===== src/rtl/acc_pkg.sv =====
// -----------------------------------------------------------------------------
// acc_pkg
// Shared definitions for the accumulator datapath:
//   - default widths and reset values for PC / SP
//   - ALU operation encodings as driven by the {op1,op2} strobes
//   - bit positions of carry / zero inside the flag byte placed on the bus
// -----------------------------------------------------------------------------
package acc_pkg;

    localparam int          DATA_W_DEF  = 8;
    localparam int          ADDR_W_DEF  = 16;
    localparam logic [15:0] PC_INIT_DEF = 16'h0000;
    localparam logic [15:0] SP_INIT_DEF = 16'hFFFF;

    // Encoding matches the raw {op1,op2} strobe pair from the sequencer.
    typedef enum logic [1:0] {
        OP_PASS = 2'b00,
        OP_ADD  = 2'b01,
        OP_AND  = 2'b10,
        OP_SUB  = 2'b11
    } alu_op_e;

    // Flag byte layout: {0..0, carry, zero}
    localparam int FLAG_ZERO_BIT  = 0;
    localparam int FLAG_CARRY_BIT = 1;

endpackage


===== src/rtl/acc_datapath_alu_unit.sv =====
// -----------------------------------------------------------------------------
// alu_unit
// Combinational ALU plus a one-bit logical right shifter.
// Ports:
//   i_a, i_b   operands (AC, MD)
//   i_op       operation select (pass B, add, and, subtract)
//   i_shr      shift A right by one; overrides i_op
//   o_result   DATA_W result
//   o_cout     carry-out (add), borrow (sub), shifted-out bit (shr), else 0
//   o_zero     o_result == 0
// -----------------------------------------------------------------------------
module alu_unit
    import acc_pkg::*;
#(
    parameter int DATA_W = DATA_W_DEF
) (
    input  logic [DATA_W-1:0] i_a,
    input  logic [DATA_W-1:0] i_b,
    input  alu_op_e           i_op,
    input  logic              i_shr,
    output logic [DATA_W-1:0] o_result,
    output logic              o_cout,
    output logic              o_zero
);

    logic [DATA_W:0] w_sum;
    logic [DATA_W:0] w_diff;

    // Both computed one bit wider; the top bit is carry-out / borrow.
    assign w_sum  = {1'b0, i_a} + {1'b0, i_b};
    assign w_diff = {1'b0, i_a} - {1'b0, i_b};

    always_comb begin
        o_result = '0;
        o_cout   = 1'b0;
        if (i_shr) begin
            o_result = {1'b0, i_a[DATA_W-1:1]};
            o_cout   = i_a[0];
        end else begin
            case (i_op)
                OP_PASS: o_result = i_b;
                OP_ADD: begin
                    o_result = w_sum[DATA_W-1:0];
                    o_cout   = w_sum[DATA_W];
                end
                OP_AND:  o_result = i_a & i_b;
                OP_SUB: begin
                    o_result = w_diff[DATA_W-1:0];
                    o_cout   = w_diff[DATA_W];
                end
                default: o_result = '0;
            endcase
        end
    end

    assign o_zero = (o_result == '0);

endmodule


===== src/rtl/acc_datapath.sv =====
// -----------------------------------------------------------------------------
// acc_datapath
// Register/ALU datapath driven by T-state control strobes from the instruction
// sequencers. Holds PC, SP, MA (MAH:MAL), AC, MD, carry and zero.
// Ports:
//   clock, reset            rising-edge clock, synchronous active-high reset
//   enpca/enmaa/enspa       select PC / MA / SP onto mem_addr (that priority)
//   incpc/incsp/decsp       PC+1, SP+1, SP-1
//   lmah/lmal/lmd/lac       load MA high/low, MD, AC from the internal bus
//   endes/enfld             ALU result / flag byte onto the internal bus
//   op1, op2, sd0           ALU op select; sd0 = shift right (overrides)
//   scz                     flag source: 1 = ALU, 0 = bus bits [1:0]
//   lcarry/lzero            load carry / zero
//   mr_n/mw_n               memory read / write strobes (active low)
//   mem_rdata               memory read data
//   mem_addr/mem_wdata      address bus / internal bus value
//   mem_rd_n/mem_wr_n       strobes to memory
//   ac, md, carry, zero     register observability
//   md_zero, ac_gt_md       branch conditions back to the sequencer
//   bus_conflict            sticky protocol-error flag, cleared by reset only
// -----------------------------------------------------------------------------
module acc_datapath
    import acc_pkg::*;
#(
    parameter int                DATA_W  = DATA_W_DEF,
    parameter int                ADDR_W  = ADDR_W_DEF,
    parameter logic [ADDR_W-1:0] PC_INIT = ADDR_W'(PC_INIT_DEF),
    parameter logic [ADDR_W-1:0] SP_INIT = ADDR_W'(SP_INIT_DEF)
) (
    input  logic              clock,
    input  logic              reset,
    input  logic              enpca,
    input  logic              enmaa,
    input  logic              enspa,
    input  logic              incpc,
    input  logic              incsp,
    input  logic              decsp,
    input  logic              lmah,
    input  logic              lmal,
    input  logic              lmd,
    input  logic              lac,
    input  logic              endes,
    input  logic              enfld,
    input  logic              op1,
    input  logic              op2,
    input  logic              sd0,
    input  logic              scz,
    input  logic              lcarry,
    input  logic              lzero,
    input  logic              mr_n,
    input  logic              mw_n,
    input  logic [DATA_W-1:0] mem_rdata,
    output logic [ADDR_W-1:0] mem_addr,
    output logic [DATA_W-1:0] mem_wdata,
    output logic              mem_rd_n,
    output logic              mem_wr_n,
    output logic [DATA_W-1:0] ac,
    output logic [DATA_W-1:0] md,
    output logic              carry,
    output logic              zero,
    output logic              md_zero,
    output logic              ac_gt_md,
    output logic              bus_conflict
);

    logic [ADDR_W-1:0] r_pc;
    logic [ADDR_W-1:0] r_sp;
    logic [DATA_W-1:0] r_mah;
    logic [DATA_W-1:0] r_mal;
    logic [DATA_W-1:0] r_ac;
    logic [DATA_W-1:0] r_md;
    logic              r_carry;
    logic              r_zero;
    logic              r_bus_conflict;

    logic [ADDR_W-1:0] w_ma;
    logic [DATA_W-1:0] w_bus;
    logic [DATA_W-1:0] w_flag_byte;
    logic [DATA_W-1:0] w_alu_result;
    logic              w_alu_cout;
    logic              w_alu_zero;
    logic              w_addr_conflict;
    logic              w_sp_conflict;
    logic              w_mem_conflict;

    assign w_ma = ADDR_W'({r_mah, r_mal});

    // ------------------------------------------------------------------ ALU
    alu_unit #(
        .DATA_W (DATA_W)
    ) u_alu (
        .i_a      (r_ac),
        .i_b      (r_md),
        .i_op     (alu_op_e'({op1, op2})),
        .i_shr    (sd0),
        .o_result (w_alu_result),
        .o_cout   (w_alu_cout),
        .o_zero   (w_alu_zero)
    );

    // ------------------------------------------------------------ address mux
    always_comb begin
        if (enpca)      mem_addr = r_pc;
        else if (enmaa) mem_addr = w_ma;
        else if (enspa) mem_addr = r_sp;
        else            mem_addr = '0;
    end

    // ----------------------------------------------------------- internal bus
    always_comb begin
        w_flag_byte                 = '0;
        w_flag_byte[FLAG_CARRY_BIT] = r_carry;
        w_flag_byte[FLAG_ZERO_BIT]  = r_zero;
    end

    // Memory read data has top priority so a read cycle always lands the
    // fetched byte regardless of other bus sources left asserted.
    always_comb begin
        if (!mr_n)      w_bus = mem_rdata;
        else if (enfld) w_bus = w_flag_byte;
        else if (endes) w_bus = w_alu_result;
        else            w_bus = '0;
    end

    assign mem_wdata = w_bus;

    // --------------------------------------------------------------- strobes
    // Reset holds both strobes inactive; a simultaneous read+write request
    // keeps the read and suppresses the write.
    assign mem_rd_n = mr_n | reset;
    assign mem_wr_n = mw_n | ~mr_n | reset;

    // ------------------------------------------------------ conflict detect
    assign w_addr_conflict = (enpca & enmaa) | (enpca & enspa) | (enmaa & enspa);
    assign w_sp_conflict   = incsp & decsp;
    assign w_mem_conflict  = ~mr_n & ~mw_n;

    // -------------------------------------------------------------- registers
    always_ff @(posedge clock) begin
        if (reset) begin
            r_pc           <= PC_INIT;
            r_sp           <= SP_INIT;
            r_mah          <= '0;
            r_mal          <= '0;
            r_ac           <= '0;
            r_md           <= '0;
            r_carry        <= 1'b0;
            r_zero         <= 1'b0;
            r_bus_conflict <= 1'b0;
        end else begin
            if (incpc) r_pc <= r_pc + ADDR_W'(1);

            // Opposing SP requests cancel out and are flagged below.
            if (incsp && !decsp)      r_sp <= r_sp + ADDR_W'(1);
            else if (decsp && !incsp) r_sp <= r_sp - ADDR_W'(1);

            if (lmah) r_mah <= w_bus;
            if (lmal) r_mal <= w_bus;
            if (lac)  r_ac  <= w_bus;
            if (lmd)  r_md  <= w_bus;

            if (lcarry) r_carry <= scz ? w_alu_cout : w_bus[FLAG_CARRY_BIT];
            if (lzero)  r_zero  <= scz ? w_alu_zero : w_bus[FLAG_ZERO_BIT];

            if (w_addr_conflict || w_sp_conflict || w_mem_conflict)
                r_bus_conflict <= 1'b1;
        end
    end

    // ------------------------------------------------------------- outputs
    assign ac           = r_ac;
    assign md           = r_md;
    assign carry        = r_carry;
    assign zero         = r_zero;
    assign bus_conflict = r_bus_conflict;
    assign md_zero      = (r_md == '0);
    assign ac_gt_md     = (r_ac > r_md);

endmodule


===== config.mk =====
export PLATFORM = sky130hd
export DESIGN_NAME = acc_datapath
export DESIGN_NICKNAME = d
export VERILOG_FILES = /design/src/rtl/acc_pkg.sv /design/src/rtl/acc_datapath_alu_unit.sv /design/src/rtl/acc_datapath.sv
export SDC_FILE = /design/constraint.sdc
export NUM_CORES = 1
export LEC_CHECK = 0
export ABC_AREA = 1
export ABC_CLOCK_PERIOD_IN_PS = 2600
export CAP_MARGIN = 20
export CORE_ASPECT_RATIO = 2
export CORE_MARGIN = 1.5
export CORE_UTILIZATION = 50
export CTS_BUF_LIST = sky130_fd_sc_hd__clkbuf_16
export CTS_CLUSTER_DIAMETER = 120
export DETAILED_ROUTE_END_ITERATION = 10
export MAX_ROUTING_LAYER = met4
export PLACE_DENSITY = 0.76
export SLEW_MARGIN = 30
export SYNTH_ARGS = -nofsm -noshare
export SYNTH_HDL_FRONTEND = slang
export SYNTH_SLANG_ARGS = --single-unit
export TNS_END_PERCENT = 5

===== constraint.sdc =====
create_clock -name clock -period 2.6 [get_ports clock]
set_input_delay 0.52 -clock clock [delete_from_list [all_inputs] [get_ports clock]]
set_output_delay 0.52 -clock clock [all_outputs]
set_load 0.02 [all_outputs]

==> results of run 1 <==
==> registers in the layout, summed over array words and instances (netlist names) <==
signal / cells
ac: 8
bus_conflict: 1
carry: 1
md: 8
r_mah: 8
r_mal: 8
r_pc: 16
r_sp: 16
zero: 1
==> metrics by stage <==
step | power, uW | instance area, um^2 | TNS (ns) | util [%] | std cells
global route | 4200 | 7330 | -2.73 | 75.6 | 1096
finish | 4030 | 7330 | -0.678 | 75.6 | 1096
floorplan | 1920 | 4970 | 0 | - | 774
global placement | 2530 | 6720 | -6.31 | 69.2 | 1076
CTS | 3920 | 7150 | -0.904 | 73.7 | 1092
detailed placement | 2580 | 6720 | -7.87 | 69.2 | 1076
==> synth_stat cells, types with 2 or more instances <==
cell	count	area, um^2
sky130_fd_sc_hd__inv_2	11	41.3
sky130_fd_sc_hd__buf_4	4	30.0
sky130_fd_sc_hd__a22oi_1	11	82.6
sky130_fd_sc_hd__nand4_1	8	50.1
sky130_fd_sc_hd__clkbuf_1	18	67.6
sky130_fd_sc_hd__xnor2_1	3	26.3
sky130_fd_sc_hd__nor2_2	6	37.5
sky130_fd_sc_hd__or2_2	2	12.5
sky130_fd_sc_hd__nor2_4	2	22.5
sky130_fd_sc_hd__nor3_1	6	30.0
sky130_fd_sc_hd__buf_2	2	10.0
sky130_fd_sc_hd__nand3_1	71	355
sky130_fd_sc_hd__buf_1	3	11.3
sky130_fd_sc_hd__buf_6	2	22.5
sky130_fd_sc_hd__a21oi_1	92	460
sky130_fd_sc_hd__nand2_2	6	37.5
sky130_fd_sc_hd__nand2_1	134	503
sky130_fd_sc_hd__o21ai_1	18	90.1
sky130_fd_sc_hd__ha_1	34	425
sky130_fd_sc_hd__o21ai_0	58	290
sky130_fd_sc_hd__fa_1	3	60.1
sky130_fd_sc_hd__a21boi_2	2	22.5
sky130_fd_sc_hd__inv_1	106	398
sky130_fd_sc_hd__dfxtp_1	67	1340
sky130_fd_sc_hd__a21oi_2	3	26.3
sky130_fd_sc_hd__nor2_1	81	304
sky130_fd_sc_hd__a21o_1	2	15.0
==> how the worst min path moves through the flow <==
| stage | from | end | slack (ns) | cells past startpoint |
|---|---|---|---|---|
| finish | r_pc[6] | r_pc[6] | 0.51 | 2 |
| global route | r_pc[6] | r_pc[6] | 0.52 | 2 |
| CTS | r_pc[6] | r_pc[6] | 0.50 | 2 |
| detailed placement | r_pc[6] | r_pc[6] | 0.49 | 2 |
| global placement | r_pc[5] | r_pc[5] | 0.47 | 1 |
| floorplan | r_pc[5] | r_pc[5] | 0.46 | 1 |
==> power groups by stage <==
stage                     clock, uW  sequential (uW)  combinational (uW)
after detailed placement          0             1190                1390
after global routing           1360             1190                1650
after CTS                      1320             1170                1430
final                          1320             1180                1530
after floorplan                   0             1200                 716
after global placement            0             1180                1350
==> timing repair <==
action | in CTS | in global routing
hold buffers | 0 | 0
gates cloned | 0 | 0
setup endpoints to repair | 30 | 23
buffers inserted | 0 | 4
resized for setup | 89 | 60
pin swaps | 5 | 18
==> worst max-delay path, cell delays in order <==
cell and delay, ns:
sky130_fd_sc_hd__clkdlybuf4s50_1 0.49, sky130_fd_sc_hd__ha_1 0.20, sky130_fd_sc_hd__inv_2 0.06, sky130_fd_sc_hd__buf_12 0.13, sky130_fd_sc_hd__ha_1 0.36, sky130_fd_sc_hd__a21oi_2 0.20
sky130_fd_sc_hd__o21ai_1 0.10, sky130_fd_sc_hd__a21oi_1 0.15, sky130_fd_sc_hd__buf_4 0.15, sky130_fd_sc_hd__o21ai_2 0.07, sky130_fd_sc_hd__buf_4 0.16, sky130_fd_sc_hd__a21oi_1 0.22
sky130_fd_sc_hd__o21ai_0 0.20, sky130_fd_sc_hd__nand2_1 0.09
==> cell families after synthesis <==
family          count (synthesis)  share of synthesized area (%)
xor+xnor                        4                          0.705
compound gates                196                           21.8
simple gates                  322                           28.7
fa+ha+maj                      37                           9.77
flops                          67                           27.0
buf+inv                       148                           12.1
==> layout make-up <==
class                           count  area share (%)
Multi-Input combinational cell    559            44.7
Timing Repair Buffer              204            24.1
Sequential cell                    67            18.5
Inverter                          118            6.11
Clock buffer                        9            3.07
Tap cell                          132            2.25
Clock inverter                      7            1.26
==> per-layer routing <==
metal	wire (um)	track usage, %
met1	6550	35.2
met2	11100	73.8
met3	943	5.09
met4	1780	27.0
met5	0	-
==> impl_results.rst, run 1 <==
.. list-table::
   :header-rows: 1

   * - Metric
     - Value
   * - Failing checks
     - negative setup slack
   * - Antenna violations before repair
     - 0
   * - Launching element type of the critical path
     - input pin
   * - TritonCTS clock tree
     - done
   * - Status
     - finished, violations left
   * - LEAKAGE
     - 0.00360 uW
   * - Count of input and output buffers
     - 76
   * - Number of synthesized register bits
     - 67
   * - Hold Slack
     - 0.506 ns
   * - Standard cell core area
     - 9700 um^2
   * - Setup clock skew after layout
     - 0.00610 ns
   * - Layout fillers
     - 766
   * - Pins Over Slew Limit
     - 0
   * - Final wirelength
     - 20400 um
   * - DRC
     - 0
   * - Register-to-register setup slack
     - 0.15 ns
   * - Reg2Reg Capture Point
     - zero
   * - Count of warnings emitted by yosys
     - 0
   * - Worst voltage drop across the vdd grid
     - 0.463 mV
   * - Clock group share of total power
     - 32.7%
   * - Standard-cell row count
     - 51
   * - Overall die width
     - 73.5 um
   * - Chip Height
     - 144 um
   * - Number of cell instances on the worst register-to-register path
     - 18
   * - Half-perimeter wire length after detailed placement
     - 15300 um
   * - Netlist cell types
     - 46
   * - Remaining max-slew budget at the tightest pin
     - 55.9%
   * - Clock tree buffer depth
     - 2
   * - Internal
     - 2620 uW
   * - Detail Route Antenna Nets
     - 0
   * - Wire length per cell
     - 18.6 um
   * - CP startpoint
     - incsp
   * - Highest net fanout along the worst path
     - 9
   * - Transition time of the tightest slew-check pin
     - 0.660 ns
   * - Routability congestion estimate from global placement
     - 1.03
   * - Sequential share of power
     - 29.2%
   * - Routed via count divided by cell count
     - 5.69
   * - Net switching power
     - 1410 uW
   * - Worst setup slack after placement
     - -0.431 ns
   * - Most common library cell in the layout ignoring fill and taps
     - sky130_fd_sc_hd__nand2_1
   * - FFs w/ async S/R, synth
     - 0%
   * - Clock tree root buffer cell
     - sky130_fd_sc_hd__clkbuf_16
   * - Largest net degree at the start of global routing
     - 53
   * - Nature of the critical path endpoint
     - flop
   * - Area of the die
     - 10600 um^2
   * - Post-synthesis sequential area ratio
     - 27.0%
   * - Worst endpoint data arrival time
     - 3.11 ns
   * - Ports placed on the boundary
     - 77
   * - Critical path required time
     - 2.88 ns
   * - Vias in the first global route
     - 6142
   * - Register area
     - 1360 um^2
   * - Clk slew on worst S/H paths
     - 0.06 ns
   * - Syn Inst Count
     - 774
   * - Number of detailed-routing iterations run before antenna repair
     - 5
   * - Tightest Hold Check Type
     - reg2reg
   * - Worst-Skew Late Latency
     - 0.34 ns
   * - Part of the cycle the worst path needs
     - 109%
   * - Post-synthesis to final-layout area growth
     - 47.6%
   * - Power per standard cell area
     - 549 nW/um^2
   * - Final hold violations
     - 0
   * - Most frequent cells in the layout
     - 127 x sky130_fd_sc_hd__nand2_1, 121 x sky130_fd_sc_hd__buf_4, 97 x sky130_fd_sc_hd__inv_1, 82 x sky130_fd_sc_hd__a21oi_1, 75 x sky130_fd_sc_hd__nor2_1
   * - Area of the multi-input gates
     - 3280 um^2
   * - Avg Inst Size Synth
     - 6.42 um^2
   * - Setup crit end
     - r_sp[9]
   * - Final critical-path required period
     - 2.83 ns
   * - Num CTS Buffers
     - 9
   * - Global-route wire length before repair
     - 30500 um
   * - Detailed-route via count
     - 6236
   * - Max Fclk
     - 0.353 GHz
   * - R2R Path Start
     - ac[0]
   * - Worst Slack Setup Final
     - -0.230 ns
   * - Post-layout net count
     - 1026
   * - Post-synth EDFFs
     - 0
   * - Combinational share of power
     - 38.0%
   * - Max-capacitance violation count
     - 0
   * - Synth Net Count
     - 841
   * - Category of the critical setup timing path
     - in2reg
   * - Post-Syn Area
     - 4970 um^2
   * - Setup violation total in the final timing report
     - 13
   * - Switching Share
     - 34.9%
   * - Share of final-layout standard cells stronger than drive strength 1
     - 26.8%
   * - # diodes
     - 0
   * - Grt ovf
     - 0
   * - Initial cell density of the core
     - 51.2%
   * - Global-route total usage across every layer
     - 39.5%
   * - Most frequently used flop master after synthesis
     - sky130_fd_sc_hd__dfxtp_1
   * - H-tree levels
     - 3
   * - Setup repair after global routing missed its margin
     - true
   * - Clock sink total
     - 67
   * - Number of design-rule violations left by the first detailed-router iteration
     - 442
(Power assumes the default switching activity.)
==> run 2, diff against run 1 <==
--- a/config.mk
+++ b/config.mk
@@ -7,7 +7,7 @@
 export LEC_CHECK = 0
 export ABC_AREA = 1
 export ABC_CLOCK_PERIOD_IN_PS = 2600
-export CAP_MARGIN = 20
+export CAP_MARGIN = 40
 export CORE_ASPECT_RATIO = 2
 export CORE_MARGIN = 1.5
 export CORE_UTILIZATION = 50
==> results of run 2 <==
The final DEF is identical to that of run 1; final timing and power are the same.
==> run 3, diff against run 2 <==
--- a/config.mk
+++ b/config.mk
@@ -16,6 +16,7 @@
 export DETAILED_ROUTE_END_ITERATION = 10
 export MAX_ROUTING_LAYER = met4
 export PLACE_DENSITY = 0.76
+export SKIP_CTS_REPAIR_TIMING = 1
 export SLEW_MARGIN = 30
 export SYNTH_ARGS = -nofsm -noshare
 export SYNTH_HDL_FRONTEND = slang
==> run 3 against run 2 <==
Compared with the run above: the run still ends with negative setup slack left; setup slack improved by 0.10 ns; cell area increased by 0.55%; critical path depth down 1; global-route usage down 0.38 points; register-to-register slack worse by 0.02 ns; combinational power about the same; fmax up 3.7%; core utilization increased by 0.41 points.
==> impl_results.rst, run 3 (synthesized netlist as in run 1, its figures left out) <==
.. list-table::
   :header-rows: 1

   * - Metric
     - Value
   * - Routability congestion estimate from global placement
     - 1.03
   * - H-tree levels
     - 3
   * - Worst endpoint data arrival time
     - 2.21 ns
   * - Global-route total usage across every layer
     - 39.2%
   * - Number of design-rule violations left by the first detailed-router iteration
     - 544
   * - Status
     - finished, violations left
   * - Final wirelength
     - 21100 um
   * - Final core utilization
     - 76.0%
   * - TritonCTS clock tree
     - done
   * - Placed insts
     - 1076
   * - Detailed-route via count
     - 6304
   * - Max-capacitance violation count
     - 0
   * - Initial cell density of the core
     - 51.2%
   * - Setup violation total in the final timing report
     - 12
   * - Clock tree buffer depth
     - 2
   * - Max Fclk
     - 0.366 GHz
   * - Pins Over Slew Limit
     - 0
   * - Category of the critical setup timing path
     - reg2out
   * - Worst voltage drop across the vdd grid
     - 0.502 mV
   * - TNS Setup
     - -1.08 ns
   * - Chip Height
     - 144 um
   * - Launching element type of the critical path
     - flop
   * - Antenna violations before repair
     - 0
   * - Design Power
     - 4060 uW
   * - Num CTS Buffers
     - 9
   * - Worst setup slack after placement
     - -0.431 ns
   * - Area of the die
     - 10600 um^2
   * - Post-synthesis to final-layout area growth
     - 48.4%
   * - Worst-Skew Late Latency
     - 0.34 ns
   * - Ports placed on the boundary
     - 77
   * - Count of input and output buffers
     - 76
   * - Final critical-path required period
     - 2.73 ns
   * - Clock tree root buffer cell
     - sky130_fd_sc_hd__clkbuf_16
   * - Vias in the first global route
     - 6119
   * - Routed via count divided by cell count
     - 5.74
   * - Clock sink total
     - 67
   * - Failing checks
     - negative setup slack
   * - Power per standard cell area
     - 551 nW/um^2
   * - Grt ovf
     - 0
   * - Standard-cell row count
     - 51
   * - Remaining max-slew budget at the tightest pin
     - 57.5%
   * - Setup clock skew after layout
     - 0.00602 ns
   * - Transition time of the tightest slew-check pin
     - 0.636 ns
   * - Tightest Hold Check Type
     - reg2reg
   * - LEAKAGE
     - 0.00374 uW
   * - Final cell count without fillers
     - 1098
   * - Critical path required time
     - 2.08 ns
   * - Number of detailed-routing iterations run before antenna repair
     - 6
   * - Wire length per cell
     - 19.2 um
   * - Setup repair after global routing missed its margin
     - true
   * - Nature of the critical path endpoint
     - output pin
   * - Clk slew on worst S/H paths
     - 0.06 ns
   * - Most frequent cells in the layout
     - 128 x sky130_fd_sc_hd__nand2_1, 128 x sky130_fd_sc_hd__buf_4, 101 x sky130_fd_sc_hd__inv_1, 81 x sky130_fd_sc_hd__a21oi_1, 76 x sky130_fd_sc_hd__nor2_1
   * - Standard cell core area
     - 9700 um^2
   * - DRC
     - 0
   * - Post-layout net count
     - 1028
   * - Biggest regs
     - r_pc x16, r_sp x16
   * - Final hold violations
     - 0
   * - # diodes
     - 0
   * - Largest net degree at the start of global routing
     - 53
   * - Global-route wire length before repair
     - 30300 um
   * - Half-perimeter wire length after detailed placement
     - 15300 um
   * - Part of the cycle the worst path needs
     - 105%
   * - Share of final-layout standard cells stronger than drive strength 1
     - 26.6%
   * - Highest net fanout along the worst path
     - 3
   * - Worst Slack Setup Final
     - -0.129 ns
   * - Overall die width
     - 73.5 um
   * - Detail Route Antenna Nets
     - 0
-- run 3: critical path: stages, from the launching register on --
cell and delay [ns]:
sky130_fd_sc_hd__dfxtp_4 0.36, sky130_fd_sc_hd__inv_4 0.06, sky130_fd_sc_hd__ha_4 0.12, sky130_fd_sc_hd__inv_2 0.04, sky130_fd_sc_hd__fa_2 0.41, sky130_fd_sc_hd__buf_6 0.15, sky130_fd_sc_hd__nor2_4 0.07, sky130_fd_sc_hd__nor2_2 0.04
sky130_fd_sc_hd__nand2_1 0.05, sky130_fd_sc_hd__nand3_1 0.07, sky130_fd_sc_hd__nand2_1 0.08, sky130_fd_sc_hd__o21ai_2 0.06, sky130_fd_sc_hd__a22o_2 0.24, sky130_fd_sc_hd__buf_6 0.13
-- run 3: stage by stage --
| step | cell area (um^2) | hold WS (ns) |
|---|---|---|
| after floorplan | 4970 | 0.456 |
| after global placement | 6720 | 0.471 |
| after detailed placement | 6720 | 0.494 |
| after CTS | 7030 | 0.498 |
| after global routing | 7370 | 0.518 |
| final | 7370 | 0.510 |
-- run 3: metal layers --
layer	part of all wire (%)	GRT usage, %	up-vias
li1	-	-	2924
met1	32	35.3	2880
met2	54	73.3	366
met3	5.1	4.32	134
met4	9.3	26.2	0
met5	0	-	-
-- run 3: final timing paths --
path | startpoint | end | slack, ns | cells after the start
max | ac[0] | mem_wdata[2] | -0.13 | 13
min | r_pc[6] | r_pc[6] | 0.51 | 2
max reg2reg | ac[0] | zero | 0.13 | 18
min reg2reg | r_pc[6] | r_pc[6] | 0.51 | 2
-- run 3: final cells by class --
class / count / area, um^2
Multi-Input combinational cell: 559 / 3280
Tap cell: 132 / 165
Timing Repair Buffer: 206 / 1810
Clock buffer: 9 / 225
Clock inverter: 7 / 92.6
Inverter: 118 / 448
Sequential cell: 67 / 1350
Fill cell: 746 / 2320
-- run 3: power breakdown --
part | switching [uW] | leakage [uW] | internal, uW
Clock | 487 | 0.000155 | 838
Combinational | 866 | 0.00303 | 689
Sequential | 74.2 | 0.000555 | 1110
Total | 1430 | 0.00374 | 2630
